### src/rtl/ifetch_unit_if.sv
// Interface bundle for ifetch_unit: instruction-memory req/ack, redirect input,
// decode-side valid/ready handshake, fault flag and performance counters.
interface ifetch_unit_if;
  logic        imem_req;
  logic [31:0] imem_addr;
  logic        imem_ack;
  logic [31:0] imem_rdata;
  logic        redirect_valid;
  logic [31:0] redirect_pc;
  logic        instr_valid;
  logic [31:0] instr;
  logic [31:0] instr_pc;
  logic        instr_ready;
  logic        fetch_fault;
  logic [31:0] perf_fetched;
  logic [31:0] perf_flushed;

  modport master (
    output imem_req, imem_addr,
    input  imem_ack, imem_rdata,
    input  redirect_valid, redirect_pc,
    output instr_valid, instr, instr_pc,
    input  instr_ready,
    output fetch_fault, perf_fetched, perf_flushed
  );

  modport slave (
    input  imem_req, imem_addr,
    output imem_ack, imem_rdata,
    output redirect_valid, redirect_pc,
    input  instr_valid, instr, instr_pc,
    output instr_ready,
    input  fetch_fault, perf_fetched, perf_flushed
  );
endinterface

### src/rtl/ifetch_unit.sv
// Instruction fetch unit: owns the fetch PC, issues one request at a time to imem,
// buffers {word, pc} in a small FIFO. Optional counters enabled by IFETCH_PERF_EN.
module ifetch_unit #(
  parameter logic [31:0] RESET_PC   = 32'h0000_0000,
  parameter int          FIFO_DEPTH = 2
) (
  input logic          clk,
  input logic          rst,
  ifetch_unit_if.master bus
);

  localparam int PTR_W = (FIFO_DEPTH > 1) ? $clog2(FIFO_DEPTH) : 1;
  localparam int CNT_W = PTR_W + 1;
  localparam logic [CNT_W-1:0] DEPTH_C = CNT_W'(FIFO_DEPTH);

  typedef enum logic [1:0] {S_IDLE, S_WAIT, S_DRAIN, S_FAULT} state_e;

  state_e           state_q, state_d;
  logic [31:0]      fetch_pc_q, fetch_pc_d;
  logic             req_q, req_d;
  logic [31:0]      addr_q, addr_d;
  logic             fault_q, fault_d;
  logic [CNT_W-1:0] count_q, count_d;
  logic [PTR_W-1:0] wptr_q, wptr_d;
  logic [PTR_W-1:0] rptr_q, rptr_d;
  logic [31:0]      instr_mem_q [FIFO_DEPTH];
  logic [31:0]      instr_mem_d [FIFO_DEPTH];
  logic [31:0]      pc_mem_q    [FIFO_DEPTH];
  logic [31:0]      pc_mem_d    [FIFO_DEPTH];

  logic             ack_seen;
  logic             push;
  logic             pop;
  logic             misaligned;
  logic [CNT_W-1:0] count_after;

  // An ack only counts while a request is actually on the bus.
  assign ack_seen    = bus.imem_ack && req_q;
  assign push        = (state_q == S_WAIT) && ack_seen && !bus.redirect_valid;
  assign pop         = (count_q != '0) && bus.instr_ready && !bus.redirect_valid;
  assign misaligned  = |bus.redirect_pc[1:0];
  assign count_after = count_q + CNT_W'(push) - CNT_W'(pop);

  always_comb begin
    state_d     = state_q;
    fetch_pc_d  = fetch_pc_q;
    req_d       = req_q;
    addr_d      = addr_q;
    fault_d     = fault_q;
    count_d     = count_after;
    wptr_d      = wptr_q;
    rptr_d      = rptr_q;
    instr_mem_d = instr_mem_q;
    pc_mem_d    = pc_mem_q;

    if (push) begin
      instr_mem_d[wptr_q] = bus.imem_rdata;
      pc_mem_d[wptr_q]    = addr_q;
      wptr_d              = wptr_q + PTR_W'(1);
    end
    if (pop) begin
      rptr_d = rptr_q + PTR_W'(1);
    end

    case (state_q)
      S_IDLE: begin
        if (count_q < DEPTH_C) begin
          state_d = S_WAIT;
          req_d   = 1'b1;
          addr_d  = fetch_pc_q;
        end
      end
      S_WAIT: begin
        if (ack_seen) begin
          fetch_pc_d = fetch_pc_q + 32'd4;
          // Chain the next request only if its response is guaranteed a slot.
          if (count_after < DEPTH_C) begin
            addr_d = fetch_pc_q + 32'd4;
          end else begin
            state_d = S_IDLE;
            req_d   = 1'b0;
          end
        end
      end
      S_DRAIN: begin
        if (ack_seen) begin
          state_d = fault_q ? S_FAULT : S_IDLE;
          req_d   = 1'b0;
        end
      end
      S_FAULT: begin
        req_d = 1'b0;
      end
      default: begin
        state_d = S_IDLE;
        req_d   = 1'b0;
      end
    endcase

    if (bus.redirect_valid) begin
      count_d    = '0;
      wptr_d     = '0;
      rptr_d     = '0;
      fetch_pc_d = bus.redirect_pc;
      fault_d    = misaligned;
      // A killed request still in flight must be drained before anything else.
      if ((state_q == S_WAIT || state_q == S_DRAIN) && !ack_seen) begin
        state_d = S_DRAIN;
        req_d   = 1'b1;
        addr_d  = addr_q;
      end else begin
        state_d = misaligned ? S_FAULT : S_IDLE;
        req_d   = 1'b0;
        addr_d  = addr_q;
      end
    end
  end

  always_ff @(posedge clk) begin
    if (rst) begin
      state_q    <= S_IDLE;
      fetch_pc_q <= RESET_PC;
      req_q      <= 1'b0;
      addr_q     <= RESET_PC;
      fault_q    <= 1'b0;
      count_q    <= '0;
      wptr_q     <= '0;
      rptr_q     <= '0;
    end else begin
      state_q    <= state_d;
      fetch_pc_q <= fetch_pc_d;
      req_q      <= req_d;
      addr_q     <= addr_d;
      fault_q    <= fault_d;
      count_q    <= count_d;
      wptr_q     <= wptr_d;
      rptr_q     <= rptr_d;
    end
  end

  // Buffer storage needs no reset; the head is masked whenever the FIFO is empty.
  always_ff @(posedge clk) begin
    instr_mem_q <= instr_mem_d;
    pc_mem_q    <= pc_mem_d;
  end

  assign bus.imem_req    = req_q;
  assign bus.imem_addr   = addr_q;
  assign bus.instr_valid = (count_q != '0);
  assign bus.instr       = (count_q != '0) ? instr_mem_q[rptr_q] : 32'h0;
  assign bus.instr_pc    = (count_q != '0) ? pc_mem_q[rptr_q] : 32'h0;
  assign bus.fetch_fault = fault_q;

`ifdef IFETCH_PERF_EN
  logic [31:0] perf_fetched_q, perf_fetched_d;
  logic [31:0] perf_flushed_q, perf_flushed_d;

  // A redirect counts as a flush only if it threw away buffered or in-flight work.
  always_comb begin
    perf_fetched_d = perf_fetched_q + (push ? 32'd1 : 32'd0);
    perf_flushed_d = perf_flushed_q;
    if (bus.redirect_valid && ((count_q != '0) || (state_q == S_WAIT))) begin
      perf_flushed_d = perf_flushed_q + 32'd1;
    end
  end

  always_ff @(posedge clk) begin
    if (rst) begin
      perf_fetched_q <= 32'h0;
      perf_flushed_q <= 32'h0;
    end else begin
      perf_fetched_q <= perf_fetched_d;
      perf_flushed_q <= perf_flushed_d;
    end
  end

  assign bus.perf_fetched = perf_fetched_q;
  assign bus.perf_flushed = perf_flushed_q;
`else
  assign bus.perf_fetched = 32'h0;
  assign bus.perf_flushed = 32'h0;
`endif

endmodule

### src/flat_wrapper.sv
// flat-port wrapper written by rule: the top's interface ports become plain ports
module ifetch_unit_flat 
#(
  parameter logic [31:0] RESET_PC   = 32'h0000_0000,
  parameter int          FIFO_DEPTH = 2
)
  (clk, rst, bus_imem_req, bus_imem_addr, bus_imem_ack, bus_imem_rdata, bus_redirect_valid, bus_redirect_pc, bus_instr_valid, bus_instr, bus_instr_pc, bus_instr_ready, bus_fetch_fault, bus_perf_fetched, bus_perf_flushed);
  ifetch_unit_if bus_i ();
  input logic clk;
  input logic rst;
  output wire logic [$bits(bus_i.imem_req)-1:0] bus_imem_req;
  output wire logic [$bits(bus_i.imem_addr)-1:0] bus_imem_addr;
  input wire logic [$bits(bus_i.imem_ack)-1:0] bus_imem_ack;
  input wire logic [$bits(bus_i.imem_rdata)-1:0] bus_imem_rdata;
  input wire logic [$bits(bus_i.redirect_valid)-1:0] bus_redirect_valid;
  input wire logic [$bits(bus_i.redirect_pc)-1:0] bus_redirect_pc;
  output wire logic [$bits(bus_i.instr_valid)-1:0] bus_instr_valid;
  output wire logic [$bits(bus_i.instr)-1:0] bus_instr;
  output wire logic [$bits(bus_i.instr_pc)-1:0] bus_instr_pc;
  input wire logic [$bits(bus_i.instr_ready)-1:0] bus_instr_ready;
  output wire logic [$bits(bus_i.fetch_fault)-1:0] bus_fetch_fault;
  output wire logic [$bits(bus_i.perf_fetched)-1:0] bus_perf_fetched;
  output wire logic [$bits(bus_i.perf_flushed)-1:0] bus_perf_flushed;
  assign bus_imem_req = bus_i.imem_req;
  assign bus_imem_addr = bus_i.imem_addr;
  assign bus_i.imem_ack = bus_imem_ack;
  assign bus_i.imem_rdata = bus_imem_rdata;
  assign bus_i.redirect_valid = bus_redirect_valid;
  assign bus_i.redirect_pc = bus_redirect_pc;
  assign bus_instr_valid = bus_i.instr_valid;
  assign bus_instr = bus_i.instr;
  assign bus_instr_pc = bus_i.instr_pc;
  assign bus_i.instr_ready = bus_instr_ready;
  assign bus_fetch_fault = bus_i.fetch_fault;
  assign bus_perf_fetched = bus_i.perf_fetched;
  assign bus_perf_flushed = bus_i.perf_flushed;
  ifetch_unit #(.RESET_PC(RESET_PC), .FIFO_DEPTH(FIFO_DEPTH)) u_core (.clk(clk), .rst(rst), .bus(bus_i));
endmodule
### config.mk
export PLATFORM = sky130hd
export DESIGN_NAME = ifetch_unit_flat
export DESIGN_NICKNAME = d
export VERILOG_FILES = /design/src/rtl/ifetch_unit_if.sv /design/src/rtl/ifetch_unit.sv /design/src/flat_wrapper.sv
export SDC_FILE = /design/constraint.sdc
export NUM_CORES = 1
export LEC_CHECK = 0
export ABC_CLOCK_PERIOD_IN_PS = 7700
export CAP_MARGIN = 25
export CORE_MARGIN = 8
export CORE_UTILIZATION = 50
export CTS_CLUSTER_SIZE = 28
export DETAILED_ROUTE_END_ITERATION = 8
export PLACE_DENSITY = 0.81
export SYNTH_ARGS = -nofsm -noshare
export SYNTH_HDL_FRONTEND = slang
export SYNTH_SLANG_ARGS = --single-unit
### constraint.sdc
create_clock -name clk -period 7.7 [get_ports clk]
set_clock_uncertainty 0.1 [all_clocks]
set_input_delay 1.54 -clock clk [delete_from_list [all_inputs] [get_ports clk]]
set_output_delay 1.54 -clock clk [all_outputs]
set_load 0.01 [all_outputs]
After elaboration in Yosys (flattened, before gate mapping):

Cells that the tools add are included.

* add/sub/neg operators: 5
* magnitude comparators: 5
* equality and inequality tests: 10
* multiplexer cells: 35
* bitwise logic cells: 3
* reductions and logical operators: 22

Operators with widths (number)
* 2-to-1 mux 32 bit: 15
* bitwise mux 64 bit: 2
* case mux 32 bit (2 select lines): 1
* adder 32 x 3 -> 32 bit (second input constant): 1
* demux 32 bit (select 1 bit): 1
* 2-to-1 mux 2 bit: 8
* AND reduction 5 bit: 2
* != test 3 x 2 -> 1 bit (second input constant): 3
* nonzero test 2 bit: 4
* logical AND 1 bit: 7
* 2-to-1 mux 1 bit: 6
* case mux 2 bit (3 select lines): 1
* equality test 2 bit (second input constant): 2
* >= comparator 2 bit (second input constant): 2
* less-than comparator 2 bit (second input constant): 2
* != test 2 x 1 -> 1 bit (second input constant): 2
* NOT 1 -> 2 bit: 2
* case mux 1 bit (4 select lines): 1
* AND reduction 4 bit: 1
* nonzero test 4 bit: 1
* OR reduction 2 bit: 2
* != test 3 bit (second input constant): 1
* adder 1 bit (second input constant): 2
* adder 2 x 1 -> 2 bit: 1
* 9 further kinds: 10

* register bits after elaboration: 200
* output and inout bits: 163
* logic and storage cells: 92

Longest topological paths before layout:

* depth in word-level cells: 10
* gate-level depth with buffers: 13

Worst setup path before layout:

OpenSTA, ideal clock, no wires.

* path type: input to register
* from: input bus_redirect_valid
* to: register u_core.instr_mem_q[32] (netlist bit), enable pin
* arrival time: 6.562 ns
* data required time: 7.035 ns
* path slack: 0.473 ns
* stages on the path: 4
* buffers on the path: 3
* cells stage by stage: clkbuf_1 -> buf_1 -> clkbuf_1 -> nor3_1

* longest elaborated chain between the ends: 2

Ends and longest elaborated chain
* start, declared: RTL line flat_wrapper.sv:15 `input wire logic [$bits(bus_i.redirect_valid)-1:0] bus_redirect_valid;`
* zero test 1 bit: RTL line ifetch_unit.sv:39 `assign push = (state_q == S_WAIT) && ack_seen && !bus.redirect_valid;`
* logical AND 1 bit: RTL line ifetch_unit.sv:39
* end signal, assigned: RTL line ifetch_unit.sv:143 `instr_mem_q <= instr_mem_d;`
* end, declared: RTL line ifetch_unit.sv:26 `logic [31:0] instr_mem_q [FIFO_DEPTH];`

Every way passes these cells.
A chain may end at the register's enable or synchronous reset.

Worst setup path in the final report:

* from: input bus_imem_ack
* to: register u_core.state_q[0]

* longest elaborated chain between the ends: 8

Ends and longest elaborated chain
* start, declared: RTL line flat_wrapper.sv:13 `input wire logic [$bits(bus_i.imem_ack)-1:0] bus_imem_ack;`
* logical AND 1 bit: RTL line ifetch_unit.sv:38 `assign ack_seen = bus.imem_ack && req_q;`
* logical AND 1 bit (2 in series): RTL line ifetch_unit.sv:39
* net u_core.push: RTL line ifetch_unit.sv:32 `logic push;`
* adder 2 x 1 -> 2 bit: RTL line ifetch_unit.sv:42 `assign count_after = count_q + CNT_W'(push) - CNT_W'(pop);`
* subtractor 2 x 1 -> 2 bit: RTL line ifetch_unit.sv:42
* less-than comparator 2 bit: RTL line ifetch_unit.sv:77 `if (count_after < DEPTH_C) begin`
* != test 3 bit (no line)
* AND reduction 5 bit (no line)
* end signal, assigned: RTL line ifetch_unit.sv:130 `state_q <= state_d;`
* end, declared: RTL line ifetch_unit.sv:18 `state_e state_q, state_d;`

The timed path passes the listed nets, and every way through them passes these cells.

==> metrics <==
outcome=completed; Core Rows=50; area leader, netlist=edfxtp_1; hold path depth=0; Yosys cell types=50; fin nets=1034; Die X-Extent=152 um; clk slew on worst S/H paths=0.07 ns; clock power share=36.1%; Synth area leaders=edfxtp_1 41%, dfxtp_1 16%, mux2i_1 7.2%; Net Sw Frac=25.0%; number of buffers inserted by hold repair at cts=0; sequential share of power=48.6%; number of diodes=0; synthesized area=0.00927 mm^2; Placed Area=0.0108 mm^2; sequential area share after synthesis=57.0%; vias in the first global route=6311; Avg WL per Cell=18.3 um; Startpoint Class=input pin; violation count after the first detailed-routing iteration=645; max incr delay on CP=0.60 ns; Worst VDD drop=164 uV; Critical Path Slowest Stage Cell=nand3_1; Buffers & Inverters on Critical Path=1; Gate power share=15.2%; Synth-to-Final Area Change=24.3%; Commonest cells post-synth=128 x edfxtp_1, 100 x nor2_1, 72 x dfxtp_1; final max-slew violation count=0; post-synth top area share=41.5%; Worst Max-Slew Pin Slew=0.914 ns; WS Path Type=input pin to register; R2R depth=9; # resized after CTS=0; final hold violations=0; router iterations before antenna repair=5; drc violations=0; Routed Antenna Nets=0; CTS tree=done; RR Endpoint=u_core.state_q[0]; Core ar.=0.0185 mm^2; Max Fclk=233 MHz; count leader, synth=edfxtp_1; cell-by-cell trace of the critical path=clkdlybuf4s50_1 -> nand3_1 -> nor2_1 -> ha_1 -> xnor3_1 -> or4_1 -> a211oi_1 -> a311oi_1; post-route setup TNS=0 ns; Clock Tree Buf Depth=2; leakage power=3.72 nW; worst hold path type=register to register; RSZ-0062 raised after global routing=no; CP top delay family=simple AND/OR/NAND/NOR gates; switching power=0.662 mW; Post-CTS Setup Inserts=0; reg-to-reg slack, setup=3.89 ns; dpl hpwl=15200 um; share of layout cells above drive strength 1=5.56%; final WL=22100 um; first-pass GRT wire length=35100 um; final setup violating endpoints=0; die height=152 um; clk_lat worst skew=0.43 ns; htree depth=4; crit share post-route=55.8%; flops & latches, synth=200; gr ovfl total=0; Syn Area/Cell=11.3 um^2; Levels on crit path=8; yosys warns=0; initial antenna violation count=0; Reg-to-Reg Start=u_core.state_q[1]; top-level I/O count=232; hold endpoint=u_core.pc_mem_q[13]; CTS root buffer=clkbuf_16; CTS Buf Count=17; Hold Path Origin=u_core.bus.imem_addr[13]; maxcap violations=0; via count of the routed design=6740; detailed-route vias per instance=5.59; hold slack=0.391 ns; Max FO, Critical Path=20; cell internal pwr=1.99 mW; ys async rst share=0%; post-layout instance area=0.0115 mm^2; Initial Util=50.2%; die area=0.0232 mm^2; Clock Sink Count=200; Setup WS pre-CTS=2.67 ns; PnR Total Power=2.65 mW; critical path required time=7.89 ns; Period minus WS final=4.30 ns; Syn Inst Count=823; Max-slew headroom=38.9%; Final Wtd Congestion=0.848; Post-synth EDFFs=128; pin count of the biggest net entering global routing=70; Worst Setup End Kind=register; Worst Slack Setup Final=3.40 ns; port buffer count=167; Total GRT Usage=18.8%; WP data arrival=4.48 ns; total power divided by cell area=230 mW/mm^2; top_reg_cell synth=edfxtp_1
-- worst max-delay path by stage --
stage                  startpoint  slack, ns                       end
2_1_floorplan  bus_redirect_valid       0.47    u_core.instr_mem_q[32]
3_3_place_gp         bus_imem_ack       2.81  u_core.bus.imem_addr[21]
3_5_place_dp         bus_imem_ack       2.67  u_core.bus.imem_addr[19]
4_1_cts              bus_imem_ack       3.12  u_core.bus.imem_addr[25]
5_1_grt              bus_imem_ack       3.20         u_core.state_q[0]
6_report             bus_imem_ack       3.40         u_core.state_q[0]
-- layout make-up --
cell class	count	area [um^2]
Timing Repair Buffer	178	1800
Clock buffer	21	440
Fill cell	1486	6930
Sequential cell	200	5290
Tap cell	234	293
Multi-Input combinational cell	550	3460
Clock inverter	11	195
Inverter	12	45.0
-- logic make-up after synthesis --
logic type	Yosys count	share of synthesized area (%)
muxes	67	7.23
AOI/OAI and AO/OA	149	11.1
and+or+nand+nor	239	13.0
buffers and inverters	136	8.35
adders and majority gates	6	0.810
other	1	0.0405
DFF	200	57.0
xor gates and xnor gates	25	2.51
-- state kept, by name (all words and copies together) (netlist names) --
signal                  count
u_core.instr_mem_q         64
u_core.pc_mem_q            64
u_core.bus.imem_addr       32
u_core.fetch_pc_q          32
u_core.count_q              2
u_core.state_q              2
u_core.bus.fetch_fault      1
u_core.bus.imem_req         1
u_core.rptr_q               1
u_core.wptr_q               1
-- stage by stage --
stage          util [%]  cells
2_1_floorplan         -    886
3_3_place_gp       58.6   1171
3_5_place_dp       58.7   1172
4_1_cts            62.1   1204
5_1_grt            62.4   1206
6_report           62.4   1206
-- cell usage in the layout, fill, tap and decap left out, drive strengths merged, types with 7 or more instances in the layout --
master	n
a21oi	38
a311oi	33
clkdlybuf4s50	166
nand2	26
nor2	100
mux2i	67
inv	13
nand4	24
o31ai	10
nand3	15
xnor2	14
or3	22
nor3	11
conb	64
o21ai	26
a211oi	22
dfxtp	72
or4	12
and3	8
buf	12
clkbuf	21
xor2	10
and4	8
edfxtp	128
nor4	7
-- worst register-to-register path: stages, from the launching register on --
cell and delay (ns):
dfxtp_1 0.33, inv_1 0.11, ha_1 0.63, nand3_1 0.72, nor2_1 0.29, ha_1 0.20
xnor3_1 0.38, or4_1 0.60, a211oi_1 0.24, a311oi_1 0.07
-- metal layers --
metal  track usage (%)  vias to the layer above  wire [um]
li1                  -                     3223          -
met5                 0                        -          0
met4              5.85                        0        425
met3              4.85                       35       1580
met2              30.4                      298      10800
met1              24.3                     3184       9300
-- power by group through the flow --
stage	clock network (mW)	logic, mW	registers, mW
detailed placement	0	0.386	1.31
floorplan	0	0.229	1.30
finish	0.958	0.404	1.29
CTS	0.972	0.387	1.29
global placement	0	0.375	1.31
global route	1.01	0.438	1.30
Note: power is estimated with default switching activity, not from simulation.
